[config.mk]
export PLATFORM = sky130hd
export DESIGN_NAME = btn_conditioner_flat
export DESIGN_NICKNAME = d
export VERILOG_FILES = /design/src/rtl/btn_pkg.sv /design/src/rtl/btn_conditioner_if.sv /design/src/rtl/btn_conditioner_sync_2ff.sv /design/src/rtl/btn_conditioner.sv /design/src/flat_wrapper.sv
export SDC_FILE = /design/constraint.sdc
export NUM_CORES = 1
export LEC_CHECK = 0
export CAP_MARGIN = 25
export CORE_ASPECT_RATIO = 1.75
export CORE_MARGIN = 3
export CORE_UTILIZATION = 25
export DETAILED_ROUTE_END_ITERATION = 10
export GPL_TIMING_DRIVEN = 0
export PLACE_DENSITY = 0.46
export SLEW_MARGIN = 20
export SYNTH_ARGS = -nofsm -noshare
export SYNTH_HDL_FRONTEND = slang
export SYNTH_SLANG_ARGS = --single-unit
[constraint.sdc]
create_clock -name clk -period 4.7 [get_ports clk]
set_clock_uncertainty 0.05 [all_clocks]
set_input_delay 0.47 -clock clk [delete_from_list [all_inputs] [get_ports clk]]
set_output_delay 0.47 -clock clk [all_outputs]
set_load 0.01 [all_outputs]
[src/rtl/btn_pkg.sv]
// Shared definitions for the push-button conditioner.
// Holds the FSM state encoding, the default 50 MHz timing constants and a
// counter width helper used by the conditioner.
package btn_pkg;

  typedef enum logic [1:0] {
    IDLE   = 2'd0,
    HELD   = 2'd1,
    REPEAT = 2'd2
  } btn_state_t;

  // Defaults for a 50 MHz system clock
  localparam int unsigned DEF_DEBOUNCE_CYCLES = 500000;   // 10 ms
  localparam int unsigned DEF_HOLD_CYCLES     = 25000000; // 0.5 s
  localparam int unsigned DEF_REPEAT_CYCLES   = 5000000;  // 0.1 s

  // Width of a counter that must hold 0..n-1; never narrower than one bit
  function automatic int unsigned cnt_width(input int unsigned n);
    return (n <= 2) ? 1 : $clog2(n);
  endfunction

endpackage

[src/rtl/btn_conditioner_if.sv]
// Signal bundle between a raw key pin and its conditioned outputs.
//   btn_raw       : raw key pin (asynchronous, may bounce)
//   btn_level     : debounced level, 1 = pressed
//   press_pulse   : one-cycle strobe on press and on each auto-repeat
//   release_pulse : one-cycle strobe on release
//   repeating     : high while auto-repeat is active
// master: drives the pin, observes the outputs. slave: the conditioner.
interface btn_conditioner_if;
  logic btn_raw;
  logic btn_level;
  logic press_pulse;
  logic release_pulse;
  logic repeating;

  modport master (
    output btn_raw,
    input  btn_level, press_pulse, release_pulse, repeating
  );

  modport slave (
    input  btn_raw,
    output btn_level, press_pulse, release_pulse, repeating
  );
endinterface

[src/rtl/btn_conditioner_sync_2ff.sv]
// Generic two-flop synchroniser for a single asynchronous input.
//   clk, rst_n : clock and asynchronous active-low reset
//   d          : asynchronous input
//   q          : synchronised output
// Both flops reset to RESET_VAL so the output holds the idle level of the
// input from reset onwards.
module sync_2ff #(
  parameter logic RESET_VAL = 1'b0
) (
  input  logic clk,
  input  logic rst_n,
  input  logic d,
  output logic q
);

  logic meta;

  always_ff @(posedge clk or negedge rst_n) begin
    if (!rst_n) begin
      meta <= RESET_VAL;
      q    <= RESET_VAL;
    end else begin
      meta <= d;
      q    <= meta;
    end
  end

endmodule

[src/rtl/btn_conditioner.sv]
// Single-channel push-button front end: synchronise, debounce, and emit
// one-cycle press/release strobes plus a debounced level.
//   clk   : system clock, rising edge
//   rst_n : asynchronous active-low reset
//   bus   : btn_conditioner_if.slave (btn_raw in; btn_level, press_pulse,
//           release_pulse, repeating out)
// Optional auto-repeat is compiled in when BTN_AUTOREPEAT_EN is defined;
// otherwise the hold/repeat timer and REPEAT state are absent and
// repeating is tied low.
module btn_conditioner
  import btn_pkg::*;
#(
  parameter bit          RAW_ACTIVE_LOW  = 1'b1,
  parameter int unsigned DEBOUNCE_CYCLES = DEF_DEBOUNCE_CYCLES,
  parameter int unsigned HOLD_CYCLES     = DEF_HOLD_CYCLES,
  parameter int unsigned REPEAT_CYCLES   = DEF_REPEAT_CYCLES
) (
  input logic                clk,
  input logic                rst_n,
  btn_conditioner_if.slave   bus
);

  localparam int unsigned   DB_W   = cnt_width(DEBOUNCE_CYCLES);
  localparam logic [DB_W-1:0] DB_MAX = DB_W'(DEBOUNCE_CYCLES - 1);

  // Synchroniser flops idle at the released pin level
  logic raw_s;
  logic pressed_s;

  sync_2ff #(
    .RESET_VAL (RAW_ACTIVE_LOW ? 1'b1 : 1'b0)
  ) u_sync (
    .clk   (clk),
    .rst_n (rst_n),
    .d     (bus.btn_raw),
    .q     (raw_s)
  );

  assign pressed_s = RAW_ACTIVE_LOW ? ~raw_s : raw_s;

  btn_state_t      state, state_n;
  logic [DB_W-1:0] db_cnt, db_cnt_n;
  logic            level_q, level_n;
  logic            press_q, press_n;
  logic            release_q, release_n;
  logic            disagree, db_done, press_ev, release_ev;

`ifdef BTN_AUTOREPEAT_EN
  localparam int unsigned TMR_W =
    cnt_width((HOLD_CYCLES > REPEAT_CYCLES) ? HOLD_CYCLES : REPEAT_CYCLES);
  localparam logic [TMR_W-1:0] HOLD_MAX   = TMR_W'(HOLD_CYCLES - 1);
  localparam logic [TMR_W-1:0] REPEAT_MAX = TMR_W'(REPEAT_CYCLES - 1);

  logic [TMR_W-1:0] timer, timer_n;
  logic             rep_q;
  logic             tmr_run;
`endif

  always_comb begin
    disagree   = (pressed_s != level_q);
    db_done    = disagree && (db_cnt == DB_MAX);
    press_ev   = db_done && !level_q;
    release_ev = db_done && level_q;

    db_cnt_n  = (disagree && !db_done) ? db_cnt + 1'b1 : '0;
    level_n   = db_done ? ~level_q : level_q;
    press_n   = press_ev;
    release_n = release_ev;
    state_n   = state;
`ifdef BTN_AUTOREPEAT_EN
    timer_n   = timer;
    // A non-zero debounce count means a level change is pending; the
    // timer holds so no repeat fires while a release is being qualified.
    tmr_run   = (db_cnt == '0);
`endif

    case (state)
      IDLE: begin
        if (press_ev) begin
          state_n = HELD;
`ifdef BTN_AUTOREPEAT_EN
          timer_n = '0;
`endif
        end
      end

      HELD: begin
        if (release_ev) begin
          state_n = IDLE;
`ifdef BTN_AUTOREPEAT_EN
          timer_n = '0;
        end else if (tmr_run) begin
          if (timer == HOLD_MAX) begin
            press_n = 1'b1;
            state_n = REPEAT;
            timer_n = '0;
          end else begin
            timer_n = timer + 1'b1;
          end
`endif
        end
      end

`ifdef BTN_AUTOREPEAT_EN
      REPEAT: begin
        // Release is tested first so it wins over a coincident expiry
        if (release_ev) begin
          state_n = IDLE;
          timer_n = '0;
        end else if (tmr_run) begin
          if (timer == REPEAT_MAX) begin
            press_n = 1'b1;
            timer_n = '0;
          end else begin
            timer_n = timer + 1'b1;
          end
        end
      end
`endif

      default: state_n = IDLE;
    endcase
  end

  always_ff @(posedge clk or negedge rst_n) begin
    if (!rst_n) begin
      state     <= IDLE;
      db_cnt    <= '0;
      level_q   <= 1'b0;
      press_q   <= 1'b0;
      release_q <= 1'b0;
    end else begin
      state     <= state_n;
      db_cnt    <= db_cnt_n;
      level_q   <= level_n;
      press_q   <= press_n;
      release_q <= release_n;
    end
  end

`ifdef BTN_AUTOREPEAT_EN
  always_ff @(posedge clk or negedge rst_n) begin
    if (!rst_n) begin
      timer <= '0;
      rep_q <= 1'b0;
    end else begin
      timer <= timer_n;
      rep_q <= (state_n == REPEAT);
    end
  end

  assign bus.repeating = rep_q;
`else
  assign bus.repeating = 1'b0;
`endif

  assign bus.btn_level     = level_q;
  assign bus.press_pulse   = press_q;
  assign bus.release_pulse = release_q;

endmodule

[src/flat_wrapper.sv]
// flat-port wrapper written by rule: the top's interface ports become plain ports
module btn_conditioner_flat import btn_pkg::*;
#(
  parameter bit          RAW_ACTIVE_LOW  = 1'b1,
  parameter int unsigned DEBOUNCE_CYCLES = DEF_DEBOUNCE_CYCLES,
  parameter int unsigned HOLD_CYCLES     = DEF_HOLD_CYCLES,
  parameter int unsigned REPEAT_CYCLES   = DEF_REPEAT_CYCLES
)
  (clk, rst_n, bus_btn_raw, bus_btn_level, bus_press_pulse, bus_release_pulse, bus_repeating);
  btn_conditioner_if bus_i ();
  input logic clk;
  input logic rst_n;
  input wire logic [$bits(bus_i.btn_raw)-1:0] bus_btn_raw;
  output wire logic [$bits(bus_i.btn_level)-1:0] bus_btn_level;
  output wire logic [$bits(bus_i.press_pulse)-1:0] bus_press_pulse;
  output wire logic [$bits(bus_i.release_pulse)-1:0] bus_release_pulse;
  output wire logic [$bits(bus_i.repeating)-1:0] bus_repeating;
  assign bus_i.btn_raw = bus_btn_raw;
  assign bus_btn_level = bus_i.btn_level;
  assign bus_press_pulse = bus_i.press_pulse;
  assign bus_release_pulse = bus_i.release_pulse;
  assign bus_repeating = bus_i.repeating;
  btn_conditioner #(.RAW_ACTIVE_LOW(RAW_ACTIVE_LOW), .DEBOUNCE_CYCLES(DEBOUNCE_CYCLES), .HOLD_CYCLES(HOLD_CYCLES), .REPEAT_CYCLES(REPEAT_CYCLES)) u_core (.clk(clk), .rst_n(rst_n), .bus(bus_i));
endmodule
**Word-level counts from Yosys, hierarchy flattened**

Cells that the tools add are included.

- Bitwise operators: 2
- Add/subtract/negate cells: 1
- Reduce and logical (&&, ||, !) cells: 6
- Muxes and demuxes: 1
- Equal/unequal tests: 2

Operators with widths:

| operator | count |
|---|---|
| adder 19 x 1 -> 19 bit, second input constant | 1 |
| equality test 19 bit, second input constant | 1 |
| 2-to-1 mux 19 bit | 1 |
| logical AND 1 bit | 4 |
| zero test 1 bit | 2 |
| NOT 1 bit | 2 |
| != test 1 bit | 1 |

- Bits of input ports: 3
- Output and inout bits: 4
- Logic and storage cells: 18
- Bits in registers: 24

**Longest topological paths before layout**

Gate-level depths: netlist of the first run.

- Depth after elaboration: 6
- Gate-level depth with buffers: 6
- Mapped depth without buffers: 5

**Cells and area by module**

From an unflattened synthesis of the first run, not the netlist that was laid out.

- Cells, all modules: 112
- Area, all modules: 1,139.8 µm²

By module, submodules not included:

| module | instances | sequential area each (µm²) | area an instance (µm²) | cells an instance |
|---|---|---|---|---|
| btn_conditioner | 1 | 550.5 | 1,087.3 | 110 |
| sync_2ff | 1 | 52.6 | 52.6 | 2 |

**Least setup slack after synthesis of the first run**

Ideal clock, no wire load.

- Path type: flip-flop to flip-flop
- From: register u_core.db_cnt[5]
- To: register u_core.db_cnt[1]
- Data required time: 4.530 ns
- Stages on the path, launching flop included: 6
- Data arrival time: 1.624 ns
- Clock period less this slack: 1.794 ns
- Setup time: 0.120 ns
- Path buffers: 1
- Setup slack: 2.906 ns
- Path through: dfrtp_1 -> buf_2 -> nor4b_1 -> nand2_1 -> or4_4 -> and3_1

- Longest elaborated chain between the ends: 5

Ends and longest elaborated chain:

| item | RTL line | RTL |
|---|---|---|
| start: declaration | btn_conditioner.sv:42 | `logic [DB_W-1:0] db_cnt, db_cnt_n;` |
| start signal: assignment | btn_conditioner.sv:134 | `db_cnt <= db_cnt_n;` |
| equality test 19 bit | btn_conditioner.sv:61 | `db_done = disagree && (db_cnt == DB_MAX);` |
| logical AND 1 bit | btn_conditioner.sv:61 |  |
| zero test 1 bit | btn_conditioner.sv:65 | `db_cnt_n = (disagree && !db_done) ? db_cnt + 1'b1 : '0;` |
| logical AND 1 bit | btn_conditioner.sv:65 |  |
| 2-to-1 mux 19 bit | btn_conditioner.sv:65 |  |
| via u_core.db_cnt_n[1] | btn_conditioner.sv:42 |  |

The timed path passes the listed nets, and every way through them passes these cells.
A chain may end at the register's enable or synchronous reset.

**Worst setup path after layout of the first run**

- From: register u_core.db_cnt[5]
- To: register u_core.db_cnt[9]

- Longest elaborated chain between the ends: 5
- Elaborated cells on any way between the ends: 6
- Classes of those cells: add/sub: 1; eq/ne: 1; mux: 1; reduce/logical: 3

Ends and longest elaborated chain:

| item | RTL line |
|---|---|
| branches (longest 4 deep; another with adder 19 x 1 -> 19 bit) | - |
| 2-to-1 mux 19 bit (*) | btn_conditioner.sv:65 |
| via u_core.db_cnt_n[9] | btn_conditioner.sv:42 |

Mark *: on every way through the listed nets, which the timed path passes.

==> results.yml, run 1 <==
run_status:
  status: "completed"
grt:
  gr-total-overflow: 0
  grt_pass1_vias: 931
  grt_first_pass_wirelength_mm: 4.44
  antenna_found_initial: 0
  grt_use_total_pct: 9.85
  grt_start_max_net_pins: 25
sta:
  setup_ws_ns: 2.67
  fmax_ghz: 0.492
  setup_violations: 0
  timing.final.crit_share_pct: 43.3
  setup-tns-final_ns: 0
  worstMarginPinSlew_ns: 0.543
  fin_crit_ns: 2.03
  drv_slew: 0
  slew_headroom_pct: 63.8
  finalHoldViolations: 0
  rsz0062_at_grt: "no"
detailed_routing:
  ant_nets: 0
  vias: 868
  wl_per_cell_um: 14.0
  drt_pre_antenna_iters: 4
  wl_mm: 2.49
  vias_per_cell: 4.88
  drtIter0Drc: 28
  drcViolationCount: 0
setup_path:
  reg2reg_from: "u_core.db_cnt[5]"
  reg2regPathDepth: 6
  reg2reg_to: "u_core.db_cnt[9]"
  worstPathCellList: "buf_2 > nor4b_1 > nand4b_1 > o21ai_2 > buf_4 > nor2_1"
  path_class: "reg2reg"
  crit_path_start: "u_core.db_cnt[5]"
  worst_ep_required_time_ns: 4.82
  crit_path_top_delay_cell: "nor4b_1"
  critPathCaptureType: "flop"
  endpoint: "u_core.db_cnt[9]"
  critPathArrivalTime_ns: 2.15
  start_kind: "flop"
  reg2reg_setup_slack_ns: 2.67
  crit_fanout: 10
  max_stage_delay_ns: 0.40
cells_and_area:
  area_growth_pct: 15.1
  postLayoutCellArea_sq_um: 1370
  mostFrequentLayoutCells: "22 x dfrtp_1, 21 x nor2_1, 13 x xnor2_1"
  finalCoreUtilization_pct: 30.6
  nFillCells: 476
  drive_above_1_share_pct: 13.4
  final_nets: 132
  final_common_cell: "dfrtp_1"
  antenna_cells: 0
  stdcell_count: 178
die:
  rows: 32
  num_io_pins: 7
  fp.dieW_um: 58.2
  core_sq_um: 4480
  die_h_um: 97.3
  start_util_pct: 26.5
  die_area_sq_um: 5660
placed_design:
  dp.cells: 174
  place_ws_ns: 2.62
  io_buffers: 5
  dp_hpwl_mm: 1.82
  gp_congestion: 0.795
  postPlaceCellArea_sq_um: 1300
power_and_ir_drop:
  p_leak_nw: 0.501
  power.density_nw_per_um2: 301
  ir_drop_mv: 0.140
synth:
  syn_area_per_cell_sq_um: 10.1
  ys_seq_area_share_pct: 50.7
  synth_cell_types: 32
  ys_warn_count: 0
  synth_area_sq_um: 1190
  synth_cells: 118
  ys_ff_latch: 24
  syn-num-nets: 122
clock_network:
  cts_buffers: 3
  cts_tree: "yes"
  cts_root_buf: "clkbuf_8"
  post_cts_buffers: 0
  cts_max_path_buffers: 2
  hold_buffers: 0
  clock_latency_ns: 0.27
  cts_resized: 0
  clk_pin_slew_ns: 0.09
  numClockSinks: 24
  htreeDepth: 1
job:
  drv_cap: 0
worst_hold_path:
  hp-class: "in2async"
through the flow:
step / hold slack [ns] / power (W)
after floorplan: 0.124 / 0.000224
after global placement: 0.297 / 0.000232
after detailed placement: 0.299 / 0.000232
after CTS: 0.149 / 0.000417
after global routing: 0.154 / 0.000427
final: 0.119 / 0.000412
cells by family after synthesis:
family | synth area share (%)
AOI/OAI and AO/OA | 4.84
and+or+nand+nor | 29.1
DFF | 50.7
other | 0.315
xor gates and xnor gates | 11.0
adders and majority gates | 1.05
buffers and inverters | 2.94
state kept, by name, summed over array words and instances (netlist names):
register	flops
u_core.db_cnt	19
u_core.bus.release_pulse	1
u_core.bus.btn_level	1
u_core.u_sync.q	1
u_core.bus.press_pulse	1
u_core.u_sync.meta	1
worst min-delay path by stage:
stage / depth (start not counted) / to / slack (ns) / start
2_1_floorplan: 0 / u_core.bus.btn_level / 0.12 / rst_n
3_3_place_gp: 0 / u_core.u_sync.q / 0.30 / u_core.u_sync.meta
3_5_place_dp: 0 / u_core.u_sync.q / 0.30 / u_core.u_sync.meta
4_1_cts: 1 / u_core.db_cnt[11] / 0.15 / rst_n
5_1_grt: 1 / u_core.db_cnt[11] / 0.15 / rst_n
6_report: 1 / u_core.db_cnt[11] / 0.12 / rst_n
Yosys cell counts, drive strengths merged:
cell type	count	area [sq um]
a21oi	2	13.8
and3	3	18.8
buf	3	20.0
clkbuf	1	3.75
conb	1	3.75
dfrtp	22	551
dfstp	2	52.6
ha	1	12.5
inv	3	11.3
nand2	7	26.3
nand3	7	52.6
nand4	5	31.3
nand4b	1	8.76
nor2	21	78.8
nor3	7	35.0
nor4	4	25.0
nor4b	2	17.5
o21ai	3	18.8
o221ai	1	8.76
o31ai	1	7.51
o41ai	1	8.76
or3	1	11.3
or3b	1	8.76
or4	2	22.5
or4b	1	10.0
xnor2	13	114
xor2	2	17.5
critical path: cells and delay by family (launching register included):
family / cells / cell delay, ns
AO/OA/AOI/OAI: 1 / 0.39
buffers and inverters: 2 / 0.42
flip-flops: 1 / 0.37
AND/OR/NAND/NOR: 3 / 0.69
area by class of cell:
| cell class | count | area, sq um | share of cell area, % |
|---|---|---|---|
| Sequential cell | 24 | 603 | 44.0 |
| Buffer | 4 | 23.8 | 1.74 |
| Timing Repair Buffer | 5 | 45.0 | 3.29 |
| Clock buffer | 3 | 41.3 | 3.01 |
| Tap cell | 51 | 63.8 | 4.66 |
| Multi-Input combinational cell | 87 | 552 | 40.3 |
| Clock inverter | 1 | 30.0 | 2.19 |
| Inverter | 3 | 11.3 | 0.822 |
metal layers:
layer / part of all wire, % / up-vias / global-route usage, % / routed length, um
li1: - / 430 / - / -
met1: 45 / 418 / 12.8 / 1120
met2: 51 / 16 / 16.2 / 1270
met3: 3.1 / 4 / 1.20 / 77
met4: 1.2 / 0 / 3.75 / 31
met5: 0 / - / 0 / 0
power by group:
group | switching (W) | internal, W | leakage, nW
clock | 0.0000704 | 0.000114 | 0.0357
combinational | 0.00000939 | 0.00000472 | 0.139
sequential | 0.00000359 | 0.000210 | 0.326
total | 0.0000834 | 0.000329 | 0.501
(Power assumes the default switching activity.)
==> inputs of run 2 (changes only) <==
clock period = 2.1 ns   (was 4.7 ns; I/O delays follow)
==> results.yml, run 2 (synthesis results as in run 1) <==
die:
  die_area_sq_um: 5660
  rows: 32
  num_io_pins: 7
  die_h_um: 97.3
  fp.dieW_um: 58.2
  start_util_pct: 26.5
  core_sq_um: 4480
detailed_routing:
  drtIter0Drc: 33
  vias_per_cell: 4.93
  drt_pre_antenna_iters: 4
  drcViolationCount: 0
  wl_mm: 2.50
  wl_per_cell_um: 14.0
  vias: 882
  ant_nets: 0
power_and_ir_drop:
  swShare_pct: 20.2
  p_comb_share_pct: 3.6
  pwr-share-seq_pct: 51.7
  p_leak_nw: 0.509
  p_sw_w: 0.000187
  p_int_w: 0.000737
  ir_drop_mv: 0.345
  clkPwrFrac_pct: 44.7
  power.density_nw_per_um2: 660
  p_total_w: 0.000924
setup_path:
  path_class: "reg2reg"
  critPathArrivalTime_ns: 2.12
  reg2reg_setup_slack_ns: 0.10
  crit_path_start: "u_core.db_cnt[6]"
  crit_fanout: 10
  endpoint: "u_core.db_cnt[9]"
  reg2reg_from: "u_core.db_cnt[6]"
  critPathCaptureType: "flop"
  reg2reg_to: "u_core.db_cnt[9]"
  worst_ep_required_time_ns: 2.22
  start_kind: "flop"
  reg2regPathDepth: 5
cells_and_area:
  final_common_cell: "dfrtp_1"
  stdcell_count: 179
  finalCoreUtilization_pct: 31.2
  final_nets: 133
  drive_above_1_share_pct: 14.8
  largest_reg_flops: 19
  top_register: "u_core.db_cnt"
  mostFrequentLayoutCells: "22 x dfrtp_1, 21 x nor2_1, 13 x xnor2_1"
  area_growth_pct: 17.7
  antenna_cells: 0
placed_design:
  dp.cells: 174
  gp_congestion: 0.795
  dp_hpwl_mm: 1.82
  io_buffers: 5
clock_network:
  clk_pin_slew_ns: 0.09
  cts_tree: "yes"
  post_cts_buffers: 0
  cts_max_path_buffers: 2
  clock_latency_ns: 0.27
  numClockSinks: 24
  cts_buffers: 3
  cts_root_buf: "clkbuf_8"
  htreeDepth: 1
sta:
  fin_crit_ns: 2.00
  worstMarginPinSlew_ns: 0.576
  setup_violations: 0
  finalHoldViolations: 0
  fmax_ghz: 0.500
  timing.final.crit_share_pct: 95.2
  slew_headroom_pct: 61.6
  drv_slew: 0
worst_hold_path:
  hp-class: "in2reg"
job:
  drv_cap: 0
grt:
  antenna_found_initial: 0
  grt_pass1_vias: 932
  grt_first_pass_wirelength_mm: 4.46
  grt_use_total_pct: 9.93
  grt_start_max_net_pins: 25
  gr-total-overflow: 0
run_status:
  status: "completed"
==> run 2: cell types whose count changed in the layout (fill, tap and decap cells not counted), sizes merged <==
cell / delta
dlygate4sd3: +1
==> run 2: area by class of cell <==
class / count / area [sq um]
fill: 471 / 3080
sequential: 24 / 603
multi-input combinational: 87 / 572
buffer: 4 / 23.8
inverter: 3 / 11.3
clock inverter: 1 / 30.0
clock buffer: 3 / 41.3
tap: 51 / 63.8
timing repair buffer: 6 / 55.1
==> run 2: metrics by stage <==
stage | setup WS [ns] | hold WS [ns] | TNS (ns) | area (sq um)
floorplan | 0.306 | -0.136 | 0 | 1190
global placement | 0.0281 | 0.297 | 0 | 1300
detailed placement | 0.0217 | 0.191 | 0 | 1300
CTS | 0.00803 | 0.280 | 0 | 1380
global route | -0.0169 | 0.289 | -0.0369 | 1400
finish | 0.100 | 0.283 | 0 | 1400
==> run 2: repair_timing <==
action                     in CTS  in global routing
resized for setup               0                  3
setup endpoints to repair       0                 10
hold endpoints to repair       22                  0
hold buffers                    1                  0
==> run 2: worst min-delay path by stage <==
stage | start | endpoint | depth (start not counted)
3_5_place_dp | rst_n | u_core.db_cnt[11] | 1
2_1_floorplan | rst_n | u_core.bus.btn_level | 0
6_report | bus_btn_raw | u_core.u_sync.meta | 1
4_1_cts | bus_btn_raw | u_core.u_sync.meta | 1
3_3_place_gp | u_core.u_sync.meta | u_core.u_sync.q | 0
5_1_grt | bus_btn_raw | u_core.u_sync.meta | 1
==> run 2: per-layer routing <==
metal	global-route usage, %	up-vias	routed length [um]
met5	0	-	0
met4	3.75	0	34
met3	1.20	4	56
met2	16.3	16	1280
met1	13.0	429	1130
li1	-	433	-
==> run 2: worst max-delay path: stages, from the launching register on <==
cell and delay, ns:
dfrtp_1 0.49, nor4b_1 0.44, nand4b_1 0.29, o21ai_4 0.33, buf_4 0.23, nor2_1 0.06
==> run 2: power groups by stage <==
| stage | sequential [W] | clock (W) | combinational (W) |
|---|---|---|---|
| 2_1_floorplan | 0.000485 | 0 | 0.0000159 |
| 3_3_place_gp | 0.000487 | 0 | 0.0000332 |
| 3_5_place_dp | 0.000487 | 0 | 0.0000333 |
| 4_1_cts | 0.000478 | 0.000422 | 0.0000346 |
| 5_1_grt | 0.000479 | 0.000440 | 0.0000396 |
| 6_report | 0.000478 | 0.000413 | 0.0000335 |
==> inputs of run 3 (changes only) <==
CORE_UTILIZATION = 40   (was 25)
PLACE_DENSITY = 0.63   (was 0.46)
==> results.yml, run 3 (synthesis results as in run 1) <==
run_status:
  status: "completed"
cells_and_area:
  finalCoreUtilization_pct: 48.3
  register_area_sq_um: 603
  postLayoutCellArea_sq_um: 1350
  mostFrequentLayoutCells: "22 x dfrtp_1, 21 x nor2_1, 13 x xnor2_1"
  top_register: "u_core.db_cnt"
  nFillCells: 259
  final_nets: 133
  final_common_cell: "dfrtp_1"
  largest_reg_flops: 19
  multi_input_area_sq_um: 572
  drive_above_1_share_pct: 14.8
  antenna_cells: 0
  area_growth_pct: 13.0
sta:
  worstMarginPinSlew_ns: 0.520
  fmax_ghz: 0.513
  drv_slew: 0
  slew_headroom_pct: 65.3
  fin_crit_ns: 1.95
  setup-tns-final_ns: 0
  setup_violations: 0
  timing.final.crit_share_pct: 92.9
  whs_ns: 0.312
  finalHoldViolations: 0
  rsz0062_at_grt: "no"
detailed_routing:
  wl_mm: 2.29
  ant_nets: 0
  vias_per_cell: 5.57
  drcViolationCount: 0
  wl_per_cell_um: 14.8
  drtIter0Drc: 27
  drt_pre_antenna_iters: 4
  vias: 864
clock_network:
  cts_root_buf: "clkbuf_8"
  numClockSinks: 24
  cts_buffers: 3
  clock_latency_ns: 0.26
  cts_max_path_buffers: 2
  post_cts_buffers: 0
  htreeDepth: 1
  clk_pin_slew_ns: 0.09
  cts_tree: "yes"
setup_path:
  worstSetupPathDepth: 6
  crit_fanout: 10
  start_kind: "flop"
  critPathBufInv: 2
  reg2regPathDepth: 6
  max_stage_delay_ns: 0.39
  critPathArrivalTime_ns: 2.05
  path_class: "reg2reg"
  worst_ep_required_time_ns: 2.20
  critPathCaptureType: "flop"
  crit_family: "simple AND/OR/NAND/NOR gates"
  worstPathCellList: "buf_2 > nor4b_1 > nand4b_1 > o21ai_4 > buf_4 > nor2_1"
  crit_path_top_delay_cell: "nor4b_1"
placed_design:
  dp_hpwl_mm: 1.67
  gp_congestion: 0.786
  postPlaceCellArea_sq_um: 1270
  io_buffers: 5
die:
  die_h_um: 78.2
  rows: 25
  num_io_pins: 7
  die_area_sq_um: 3690
  core_sq_um: 2780
  start_util_pct: 42.7
  fp.dieW_um: 47.2
grt:
  grt_use_total_pct: 14.3
  gr-total-overflow: 0
  grt_first_pass_wirelength_mm: 3.90
  grt_pass1_vias: 866
  antenna_found_initial: 0
  grt_start_max_net_pins: 25
worst_hold_path:
  hold_depth: 0
  hp-class: "reg2reg"
power_and_ir_drop:
  p_leak_nw: 0.498
  ir_drop_mv: 0.287
  power.density_nw_per_um2: 586
  p_total_w: 0.000788
job:
  drv_cap: 0
## run 3: cell count changes in the layout (fill, tap and decap cells not counted)
| cell | delta |
|---|---|
| clkbuf_2 | +1 |
| bufinv_16 | -1 |
## run 3: area by class of cell
| cell class | count | area share [%] |
|---|---|---|
| Clock buffer | 4 | 3.35 |
| Inverter | 3 | 0.837 |
| Tap cell | 27 | 2.51 |
| Timing Repair Buffer | 6 | 4.09 |
| Multi-Input combinational cell | 87 | 42.5 |
| Buffer | 4 | 1.86 |
| Sequential cell | 24 | 44.8 |
## run 3: what timing repair did
item | CTS | global route
hold endpoints to repair | 0 | 22
hold buffers | 0 | 1
gates resized for setup | 0 | 5
endpoints found under the setup margin | 0 | 11
## run 3: final timing paths
kind	start	slack [ns]	end
worst max-delay path	u_core.db_cnt[5]	0.15	u_core.db_cnt[14]
worst min-delay path	u_core.u_sync.meta	0.31	u_core.u_sync.q
worst max register to register	u_core.db_cnt[5]	0.15	u_core.db_cnt[14]
worst min register to register	u_core.u_sync.meta	0.31	u_core.u_sync.q
max in group asynchronous	rst_n	1.23	u_core.u_sync.meta
min in group asynchronous	rst_n	0.40	u_core.db_cnt[3]
## run 3: through the flow
step	instances	setup WS, ns
6_report	155	0.149
5_1_grt	155	0.0123
4_1_cts	154	0.0711
3_5_place_dp	150	0.103
3_3_place_gp	150	0.107
2_1_floorplan	118	0.306
## run 3: power breakdown
group | total [W] | switching [W] | internal, W | leakage (nW)
Clock | 0.000277 | 0.000141 | 0.000135 | 0.0228
Combinational | 0.0000329 | 0.0000207 | 0.0000121 | 0.150
Sequential | 0.000478 | 0.00000852 | 0.000470 | 0.326
## run 3: per-layer routing
metal	global-route usage (%)	part of all wire, %	vias up
met5	0	0	-
met2	23.0	53	10
met3	2.75	1.7	6
met4	7.20	2.8	0
met1	17.2	42	415
li1	-	-	433
